===== config.mk =====
export PLATFORM = sky130hd
export DESIGN_NAME = fft4_sequencer
export DESIGN_NICKNAME = d
export VERILOG_FILES = /design/src/rtl/fft4_sequencer.sv
export SDC_FILE = /design/constraint.sdc
export NUM_CORES = 1
export LEC_CHECK = 0
export CORE_MARGIN = 4
export CORE_UTILIZATION = 25
export DETAILED_ROUTE_END_ITERATION = 8
export HOLD_SLACK_MARGIN = 0.02
export REMOVE_ABC_BUFFERS = 1
export SLEW_MARGIN = 20
export SYNTH_ARGS = -nofsm -noshare
export SYNTH_HDL_FRONTEND = slang
export SYNTH_SLANG_ARGS = --single-unit

===== constraint.sdc =====
create_clock -name clk -period 2.62 [get_ports clk]
set_input_delay 0.524 -clock clk [delete_from_list [all_inputs] [get_ports clk]]
set_output_delay 0.524 -clock clk [all_outputs]
set_load 0.05 [all_outputs]

===== src/rtl/fft4_sequencer.sv =====
// rtl/fft4_sequencer.sv - 4-point radix-2 FFT sequencer driving an external butterfly.
// Optional input 1/N scaling is enabled by defining FFT4_INPUT_SCALE_EN.
module fft4_sequencer #(
  parameter int WIDTH = 32
) (
  input  logic             clk,
  input  logic             rst_n,
  input  logic             in_valid,
  output logic             in_ready,
  input  logic [WIDTH-1:0] in_data,
  output logic             out_valid,
  input  logic             out_ready,
  output logic [WIDTH-1:0] out_data,
  output logic             out_last,
  output logic             busy,
  output logic [WIDTH-1:0] bf_a,
  output logic [WIDTH-1:0] bf_b,
  output logic [WIDTH-1:0] bf_w,
  input  logic [WIDTH-1:0] bf_out0,
  input  logic [WIDTH-1:0] bf_out1
);

  localparam int HALF = WIDTH / 2;
  // W0 = +1 (largest positive Q value), W1 = -j
  localparam logic [WIDTH-1:0] TW0 = {1'b0, {(HALF-1){1'b1}}, {HALF{1'b0}}};
  localparam logic [WIDTH-1:0] TW1 = {{HALF{1'b0}}, 1'b1, {(HALF-1){1'b0}}};

  typedef enum logic [1:0] {
    S_LOAD,
    S_STAGE1,
    S_STAGE2,
    S_UNLOAD
  } state_t;

  state_t           state_q, state_d;
  logic [1:0]       cnt_q, cnt_d;
  logic [WIDTH-1:0] mem_q [0:3];
  logic [WIDTH-1:0] mem_d [0:3];
  logic [WIDTH-1:0] sample;
  logic [1:0]       idx_a, idx_b;

`ifdef FFT4_INPUT_SCALE_EN
  logic signed [HALF-1:0] in_re, in_im;
  assign in_re  = $signed(in_data[WIDTH-1:HALF]);
  assign in_im  = $signed(in_data[HALF-1:0]);
  assign sample = {in_re >>> 2, in_im >>> 2};
`else
  assign sample = in_data;
`endif

  // Stage 1 pairs adjacent words (0,1)/(2,3); stage 2 pairs (0,2)/(1,3).
  always_comb begin
    idx_a = 2'd0;
    idx_b = 2'd0;
    if (state_q == S_STAGE1) begin
      idx_a = {cnt_q[0], 1'b0};
      idx_b = {cnt_q[0], 1'b1};
    end else begin
      idx_a = {1'b0, cnt_q[0]};
      idx_b = {1'b1, cnt_q[0]};
    end
  end

  always_comb begin
    state_d   = state_q;
    cnt_d     = cnt_q;
    mem_d     = mem_q;
    in_ready  = 1'b0;
    out_valid = 1'b0;
    out_last  = 1'b0;
    out_data  = '0;
    busy      = 1'b0;
    bf_a      = '0;
    bf_b      = '0;
    bf_w      = '0;
    case (state_q)
      S_LOAD: begin
        in_ready = 1'b1;
        if (in_valid) begin
          mem_d[{cnt_q[0], cnt_q[1]}] = sample;
          cnt_d = cnt_q + 2'd1;
          if (cnt_q == 2'd3) state_d = S_STAGE1;
        end
      end
      S_STAGE1, S_STAGE2: begin
        busy         = 1'b1;
        bf_a         = mem_q[idx_a];
        bf_b         = mem_q[idx_b];
        bf_w         = (state_q == S_STAGE2 && cnt_q[0]) ? TW1 : TW0;
        mem_d[idx_a] = bf_out0;
        mem_d[idx_b] = bf_out1;
        if (cnt_q[0]) begin
          cnt_d   = 2'd0;
          state_d = (state_q == S_STAGE1) ? S_STAGE2 : S_UNLOAD;
        end else begin
          cnt_d = cnt_q + 2'd1;
        end
      end
      S_UNLOAD: begin
        out_valid = 1'b1;
        out_data  = mem_q[cnt_q];
        out_last  = (cnt_q == 2'd3);
        if (out_ready) begin
          cnt_d = cnt_q + 2'd1;
          if (cnt_q == 2'd3) state_d = S_LOAD;
        end
      end
      default: state_d = S_LOAD;
    endcase
  end

  always_ff @(posedge clk) begin
    if (!rst_n) begin
      state_q <= S_LOAD;
      cnt_q   <= 2'd0;
      for (int i = 0; i < 4; i++) mem_q[i] <= '0;
    end else begin
      state_q <= state_d;
      cnt_q   <= cnt_d;
      for (int i = 0; i < 4; i++) mem_q[i] <= mem_d[i];
    end
  end

endmodule


# Yosys cells after proc, flatten, opt, wreduce, memory -nomap -nowiden
# Index checks and enable logic that the tools add are counted.
[word_totals] memories=0 register_bits=132 romBits=0 ram_bits=0 latchBits=0
[classes] n_reduce_logical=10 n_div=0 n_addsub=1 bitwise=4 shift=0 mul=0 order_cmp=7 n_mux=42 n_eq_ne=9
[ops] operator="$bwmux W128" n=3
[ops] operator="$mux W32" n=12
[ops] operator="$pmux W128 S2" n=1
[ops] operator="$bmux W32 S2" n=3
[ops] operator="$demux W32 S2" n=3
[ops] operator="$mux W128" n=1
[ops] operator="$mux W31" n=2
[ops] operator="$mux W2" n=10
[ops] operator="$ge A3 B3 Y1 const B" n=4
[ops] operator="$not A2 Y3" n=4
[ops] operator="$pmux W2 S3" n=2
[ops] operator="$ne A2 B2 Y1 const B" n=5
[ops] operator="$lt A3 B1 Y1 const B" n=3
[ops] operator="$eq A2 B2 Y1 const B" n=3
[ops] operator="$mux W1" n=5
[ops] operator="$reduce_and A5 Y1" n=1
[ops] operator="$logic_and A1 B1 Y1" n=4
[ops] operator="$reduce_and A2 Y1" n=2
[ops] operator="$add A2 B1 Y2 const B" n=1
[ops] operator="$eq A2 B1 Y1 const B" n=1
[ops] operator="$logic_not A2 Y1" n=1
[ops] operator="$reduce_bool A2 Y1" n=1
[ops] operator="$reduce_or A2 Y1" n=1

# Logic depth before layout (Yosys ltp)
[logic_depth] depth_word=10 mapped_depth=11 depth_no_buf=5

# Least setup slack after synthesis
# OpenSTA, ideal clock, no wires.
[synth_timing] kind="reg2out" start="register state_q[0]" end="output bf_a[20]" arrival_ns=2.663 path_stages_with_launch=10 slack_ns=-0.567 n_path_buf=5 cell_sequence="dfxtp_1 inv_1 ha_1 buf_4 buf_6 buf_6 buf_6 clkbuf_1 o21ai_0 a21oi_1"
[synth_via] elab_chain_len=7
[synth_rtl] element="start, declared" line="35" source="state_t state_q, state_d;"
[synth_rtl] element="start signal, assigned" line="118" source="state_q <= state_d;"
[synth_rtl] element="$eq A2 B1 Y1" line="55, 76"
[synth_rtl] element="$mux W2" line="55" source="if (state_q == S_STAGE1) begin"
[synth_rtl] element="$not A2 Y3 (implied by the code)" line="87" source="bf_a = mem_q[idx_a];"
[synth_rtl] element="$bmux W32 S2" line="87"
[synth_rtl] element="$mux W32 (implied by the code) (2 in a row)" line="87"
[synth_rtl] element="$mux W32 *" line="76" source="case (state_q)"
[synth_rtl] element="end, declared" line="16" source="output logic [WIDTH-1:0] bf_a,"
# Mark *: on every way between the ends. The rest lies on a longest branch, timed or not. The select of a mux whose other input is x is not followed.

# Worst setup path after layout
[layout_timing] start="register state_q[1]" end="output bf_b[8]"
[layout_via] elab_chain_len=7
[layout_rtl] element="$eq A2 B1 Y1" line="55, 76"
[layout_rtl] element="$mux W2" line="55"
[layout_rtl] element="$not A2 Y3 (implied by the code)" line="88" source="bf_b = mem_q[idx_b];"
[layout_rtl] element="$bmux W32 S2" line="88"
[layout_rtl] element="$mux W32 (implied by the code) (2 in a row)" line="88"
[layout_rtl] element="$mux W32 *" line="76"
[layout_rtl] element="end, declared" line="17" source="output logic [WIDTH-1:0] bf_b,"
# Marks and branches as above.

==> flow_metrics.tcl <==
set metrics [dict create \
    via_per_inst 5.37 \
    initialDrtViolationCount 787 \
    grt_pass1_wl_um 62400 \
    syn_area_per_cell_um2 9.27 \
    die-area_mm2 0.0466 \
    syn_area_mm2 0.0108 \
    synth_fa_ha_area_share_pct 1.04 \
    hold_path.class "in2reg" \
    worst_slack_ns 0.0570 \
    rr_worst_depth 8 \
    cp_max_fo 26 \
    fp.dieH_um 216 \
    synth_top_family_by_area "compound AO/OA/AOI/OAI gates" \
    track_usage_pct 17.2 \
    cp.arrival_ns 2.04 \
    r2r_end "mem_q[6]$_SDFFE_PN0P_" \
    endpoint_kind "output port" \
    report.final.slew_viol_count 0 \
    grt_overflow 0 \
    ioPinCount 232 \
    peakVddDrop_mv 0.645 \
    skew_ns 0.00945 \
    period_minus_slack_ns 2.56 \
    internal_power_w 0.00782 \
    cp_cell_sequence "inv_2 > ha_4 > buf_12 > clkbuf_16 > mux2i_1 > a21oi_2 > buf_12" \
    power.share.clock_pct 17.8 \
    htree_levels 4 \
    post-route-period-util_pct 97.8 \
    slowest_stage "dfxtp_2" \
    cp_common_cell "buf_12" \
    first_pass_iters 5 \
    vias 10300 \
    crit_start "state_q[1]$_SDFFE_PN0P_" \
    holdWs_ns 0.423 \
    synth_compound_area_share_pct 24.4 \
    netlist_instances 1164 \
    crit_path_max_incr_delay_ns 0.33 \
    fin_util_pct 36.2 \
    relSlewSlack_pct 53.6 \
    synthSimpleGateAreaFrac_pct 21.5 \
    worstMarginPinSlew_ns 0.696 \
    synth_edf_count 0 \
    first_global_vias 10000 \
    synthFlopType "dfxtp_1" \
    instances_no_fill 1908 \
    clk_pin_slew_ns 0.06 \
    dp_hpwl_um 27400 \
    status "finished clean" \
    drc 0 \
    yosysSeqAreaShare_pct 24.5 \
    critPathCapture "bf_b[8]" \
    netlist-cell-type-count 49 \
    fp.coreArea_mm2 0.0423 \
    wl_um 43100 \
    die_x_um 216 \
    synthMuxAreaShare_pct 18.8 \
    critPathLaunchType "flop" \
    netSwitchingPower_w 0.00615 \
    path_class "reg2out" \
    yosysWarnings 0 \
    place_ws_ns 0.216 \
    wl_per_cell_um 22.6 \
    cts_made_buffers 17 \
    clkSinkCount 132 \
    row_count 75 \
    clock_latency_ns 0.43 \
    port_buffers 215 \
    async_reset_ff_share_pct 0 \
    synth_seq_cells 132 \
    fin_nets 1423 \
    r2r_start "state_q[0]$_SDFFE_PN0P_" \
    power_density_mw_per_mm2 911 \
    most-common-layout-cells "mux2i_1 (129), and3b_1 (129), dfxtp_1 (128)" \
    leakage_nw 5.88 \
    antenna_found_initial 7 \
    root_buffer "clkbuf_16" \
    seq_power_share_pct 20.3 \
    combPwrFrac_pct 61.9 \
    swShare_pct 44.0 \
    gp_congestion 0.783 \
    start_util_pct 25.5 \
    cts_tree "done" \
    cts_max_path_buffers 2 \
    drt.antenna.violating_nets 0 \
    rsz0062_at_grt "yes" \
    reg2reg_slack_ns 0.12 \
    synthXorXnorAreaFrac_pct 0.151 \
    post-place-cells 1854 \
    max_freq_ghz 0.390 \
    cap_violations 0 \
    setup_viol 0 \
    hold_viol_final 0 \
    grt_max_degree 67 \
    area.growth.synth_to_final_pct 42.0 \
    crit_required_ns 2.10 \
    drive_above_1_share_pct 29.0 \
]
==> repair_timing <==
| item | CTS | global route |
|---|---|---|
| cloned | 2 | 5 |
| hold buffers | 0 | 0 |
| setup buffers | 6 | 5 |
| endpoints found under the setup margin | 74 | 78 |
| pin swaps | 1 | 0 |
| resized for setup | 27 | 40 |
==> worst min-delay path by stage <==
stage	start	slack [ns]	cells after the start	endpoint
2_1_floorplan	mem_q[0]$_SDFFE_PN0P_	0.45	2	mem_q[0]$_SDFFE_PN0P_
6_report	rst_n	0.42	2	state_q[1]$_SDFFE_PN0P_
4_1_cts	rst_n	0.40	2	state_q[1]$_SDFFE_PN0P_
5_1_grt	rst_n	0.43	2	state_q[1]$_SDFFE_PN0P_
3_3_place_gp	mem_q[31]$_SDFFE_PN0P_	0.45	2	mem_q[31]$_SDFFE_PN0P_
3_5_place_dp	mem_q[12]$_SDFFE_PN0P_	0.47	2	mem_q[12]$_SDFFE_PN0P_
==> critical path: cells and delay by family, from the launching register on <==
kind                     cells  cell delay, ns
buffers and inverters        4            0.64
adder cells (fa/ha/maj)      1            0.25
AO/OA/AOI/OAI                1            0.11
flip-flops                   1            0.33
multiplexers                 1            0.27
==> synthesized netlist by cell type (2+ instances only) <==
cell	number	area [um^2]
and3b_1	132	1160
dfxtp_1	132	2640
mux2i_1	130	1300
o21ai_0	129	646
clkbuf_1	72	270
nand2_1	68	255
a21oi_1	67	335
a221oi_2	62	931
buf_4	51	383
and2_1	34	213
and3_1	33	206
a221oi_1	32	280
and4_1	32	280
mux4_2	32	721
nor2_1	32	120
o2bb2ai_1	30	263
buf_2	25	125
buf_6	18	203
ha_1	9	113
clkbuf_2	4	20.0
inv_1	4	15.0
a21boi_0	2	15.0
buf_1	2	7.51
nand2b_1	2	12.5
nor2b_1	2	12.5
o21ai_1	2	10.0
o21ai_4	2	32.5
o2bb2ai_2	2	30.0
or3_1	2	12.5
==> metal layers <==
layer	track usage, %	up-vias	part of all wire (%)
met3	4.44	52	7.6
met4	4.53	4	1.6
met2	27.8	400	47
met1	23.0	5080	44
li1	-	4719	-
met5	0	-	0.060
==> through the flow <==
stage | cell area, um^2 | power (W) | setup TNS (ns)
after floorplan | 9840 | 0.00776 | -771.43
after detailed placement | 14200 | 0.0107 | 0
final | 15300 | 0.0140 | 0
after global routing | 15300 | 0.0146 | -0.00999
after global placement | 14200 | 0.0106 | 0
after CTS | 15000 | 0.0136 | 0
==> registers in the layout, summed over array words and instances, names as in the netlist <==
signal,flops
cnt_q,2
mem_q,128
state_q,2
==> cells by family (layout without fill, tap and decap cells) <==
logic type,after synthesis,count (layout)
simple gates,343,343
fa+ha+maj,9,9
flops,132,132
other cells,1,21
xor+xnor,1,1
buf+inv,178,325
compound gates,337,337
mux,163,163
==> cell type report <==
cell class / instances / area (um^2)
timing repair buffer: 288 / 3890
sequential: 132 / 2660
tap: 577 / 722
multi-input combinational: 869 / 7430
antenna: 5 / 12.5
inverter: 6 / 25.0
fill: 4189 / 27000
clock inverter: 9 / 130
clock buffer: 22 / 454
==> power groups by stage <==
stage,logic (W),clock network [W],registers (W)
2_1_floorplan,0.00483,0,0.00292
3_3_place_gp,0.00777,0,0.00284
3_5_place_dp,0.00786,0,0.00286
4_1_cts,0.00821,0.00254,0.00281
5_1_grt,0.00909,0.00261,0.00288
6_report,0.00865,0.00249,0.00283
(Power assumes the default switching activity.)
==> RTL edit: new RTL, same settings <==
The parameter `WIDTH` goes from 32 to 24.
--- a/src/rtl/fft4_sequencer.sv
+++ b/src/rtl/fft4_sequencer.sv
@@ -3,3 +3,3 @@
 module fft4_sequencer #(
-  parameter int WIDTH = 32
+  parameter int WIDTH = 24
 ) (
Interface: changed (7 resized); port bits go from 232 to 176. No check against the original RTL was run, so the function may have changed too.
==> RTL edit against the original RTL <==
Critical path depth is 1 lower; sequential cell count is 32 lower; design area is 27% lower; sequential share of layout area is 0.52 points higher; wire length is 21% lower; synthesized area is 28% lower; total power is 24% lower; worst setup slack better by 42 ps.
==> RTL edit: results (changes against the original RTL) <==
| Parameter | Reported | Unit | Delta |
|---|---|---|---|
| Share of synthesized cell area in full adder, half adder and majority cells | 0.0146 | - | +0.00412 |
| Worst slack, placed | 213 | ps | -3.32 ps |
| Average instance area after synthesis | 8.75 | µm² | -5.6% |
| Placed Instances | 1368 | - | -26% |
| Half-perimeter wire length after placement | 22100 | µm | -19% |
| Overall routed net length | 34100 | µm | -21% |
| Layout clock area frac | 0.0252 | - | -0.0129 |
| H-tree depth | 3 | - | -1 |
| Maximum number of pins on one net before global-route repair | 54 | - | -19% |
| Multi-input gate share of total cell area | 0.460 | - | -0.0252 |
| Number of post-CTS setup repair buffers | 3 | - | -3 |
| Setup ws final | 98.8 | ps | +41.8 ps |
| Non-clock inverter instance count of the final layout | 5 | - | -1 |
| Number of buffers added by the clock tree synthesis step | 9 | - | -8 |
| Synth cell count leaders | 100 x sky130_fd_sc_hd__dfxtp_1, 96 x sky130_fd_sc_hd__a211oi_1, 83 x sky130_fd_sc_hd__clkbuf_1, 72 x sky130_fd_sc_hd__a311oi_1, 71 x sky130_fd_sc_hd__a22oi_1 | - |  |
| Internal Dissipation | 5.58 | mW | -29% |
| Multi-input comb cells | 639 | - | -26% |
| Number of global-route vias before repair | 7935 | - | -21% |
| Synth Area in XOR/XNOR | 0.00113 | - | -0.000375 |
| Slew at the pin with the worst max-slew slack | 804 | ps | +108 ps |
| Cell Rows | 64 | - | -15% |
| Gr usage total | 0.192 | - | +0.0199 |
| Count of input and output buffers | 163 | - | -24% |
| Layout cells sized above 1 | 0.238 | - | -0.0516 |
| Antenna cells | 1 | - | -4 |
| Worst-case register-to-register setup slack | 290 | ps | +170 ps |
| Run status | finished clean | - |  |
| Clock buffer instance count of the final layout | 10 | - | -55% |
| Non-clock buffer contribution to total cell area | 0.290 | - | +0.0365 |
| Core Util, Final | 0.368 | - | +0.00571 |
| Clock Skews | 9.35 | ps | -0.103 ps |
| Number of filler instances in the final layout | 3100 | - | -26% |
| First-pass GRT wire length | 50300 | µm | -19% |
| Largest stage delay, worst path | 370 | ps | +40 ps |
| End point of the critical path | bf_w[20] | - |  |
| Vias per inst | 6.01 | - | +12% |
| Violation count after the first detailed-routing iteration | 1030 | - | +31% |
| Sequential fraction of the synthesis area | 0.259 | - | +0.0140 |
## RTL edit: cell count changes after synthesis, moves of 43 or more
| cell | before | now |
|---|---|---|
| sky130_fd_sc_hd__and3b_1 | 132 | 4 |
| sky130_fd_sc_hd__a221oi_2 | 62 | 0 |
| sky130_fd_sc_hd__mux2i_1 | 130 | 50 |
| sky130_fd_sc_hd__o21ai_0 | 129 | 50 |
| sky130_fd_sc_hd__nand2_1 | 68 | 25 |
| sky130_fd_sc_hd__a311oi_1 | 1 | 72 |
| sky130_fd_sc_hd__a211oi_1 | 0 | 96 |
| sky130_fd_sc_hd__a22oi_1 | 0 | 71 |
## RTL edit: metal layers
layer | up-vias | GRT usage | share of wire
met5 | - | 0 | 0
met4 | 0 | 0.0642 | 0.027
li1 | 3732 | - | -
met2 | 524 | 0.307 | 0.48
met3 | 64 | 0.0485 | 0.093
met1 | 4057 | 0.254 | 0.40
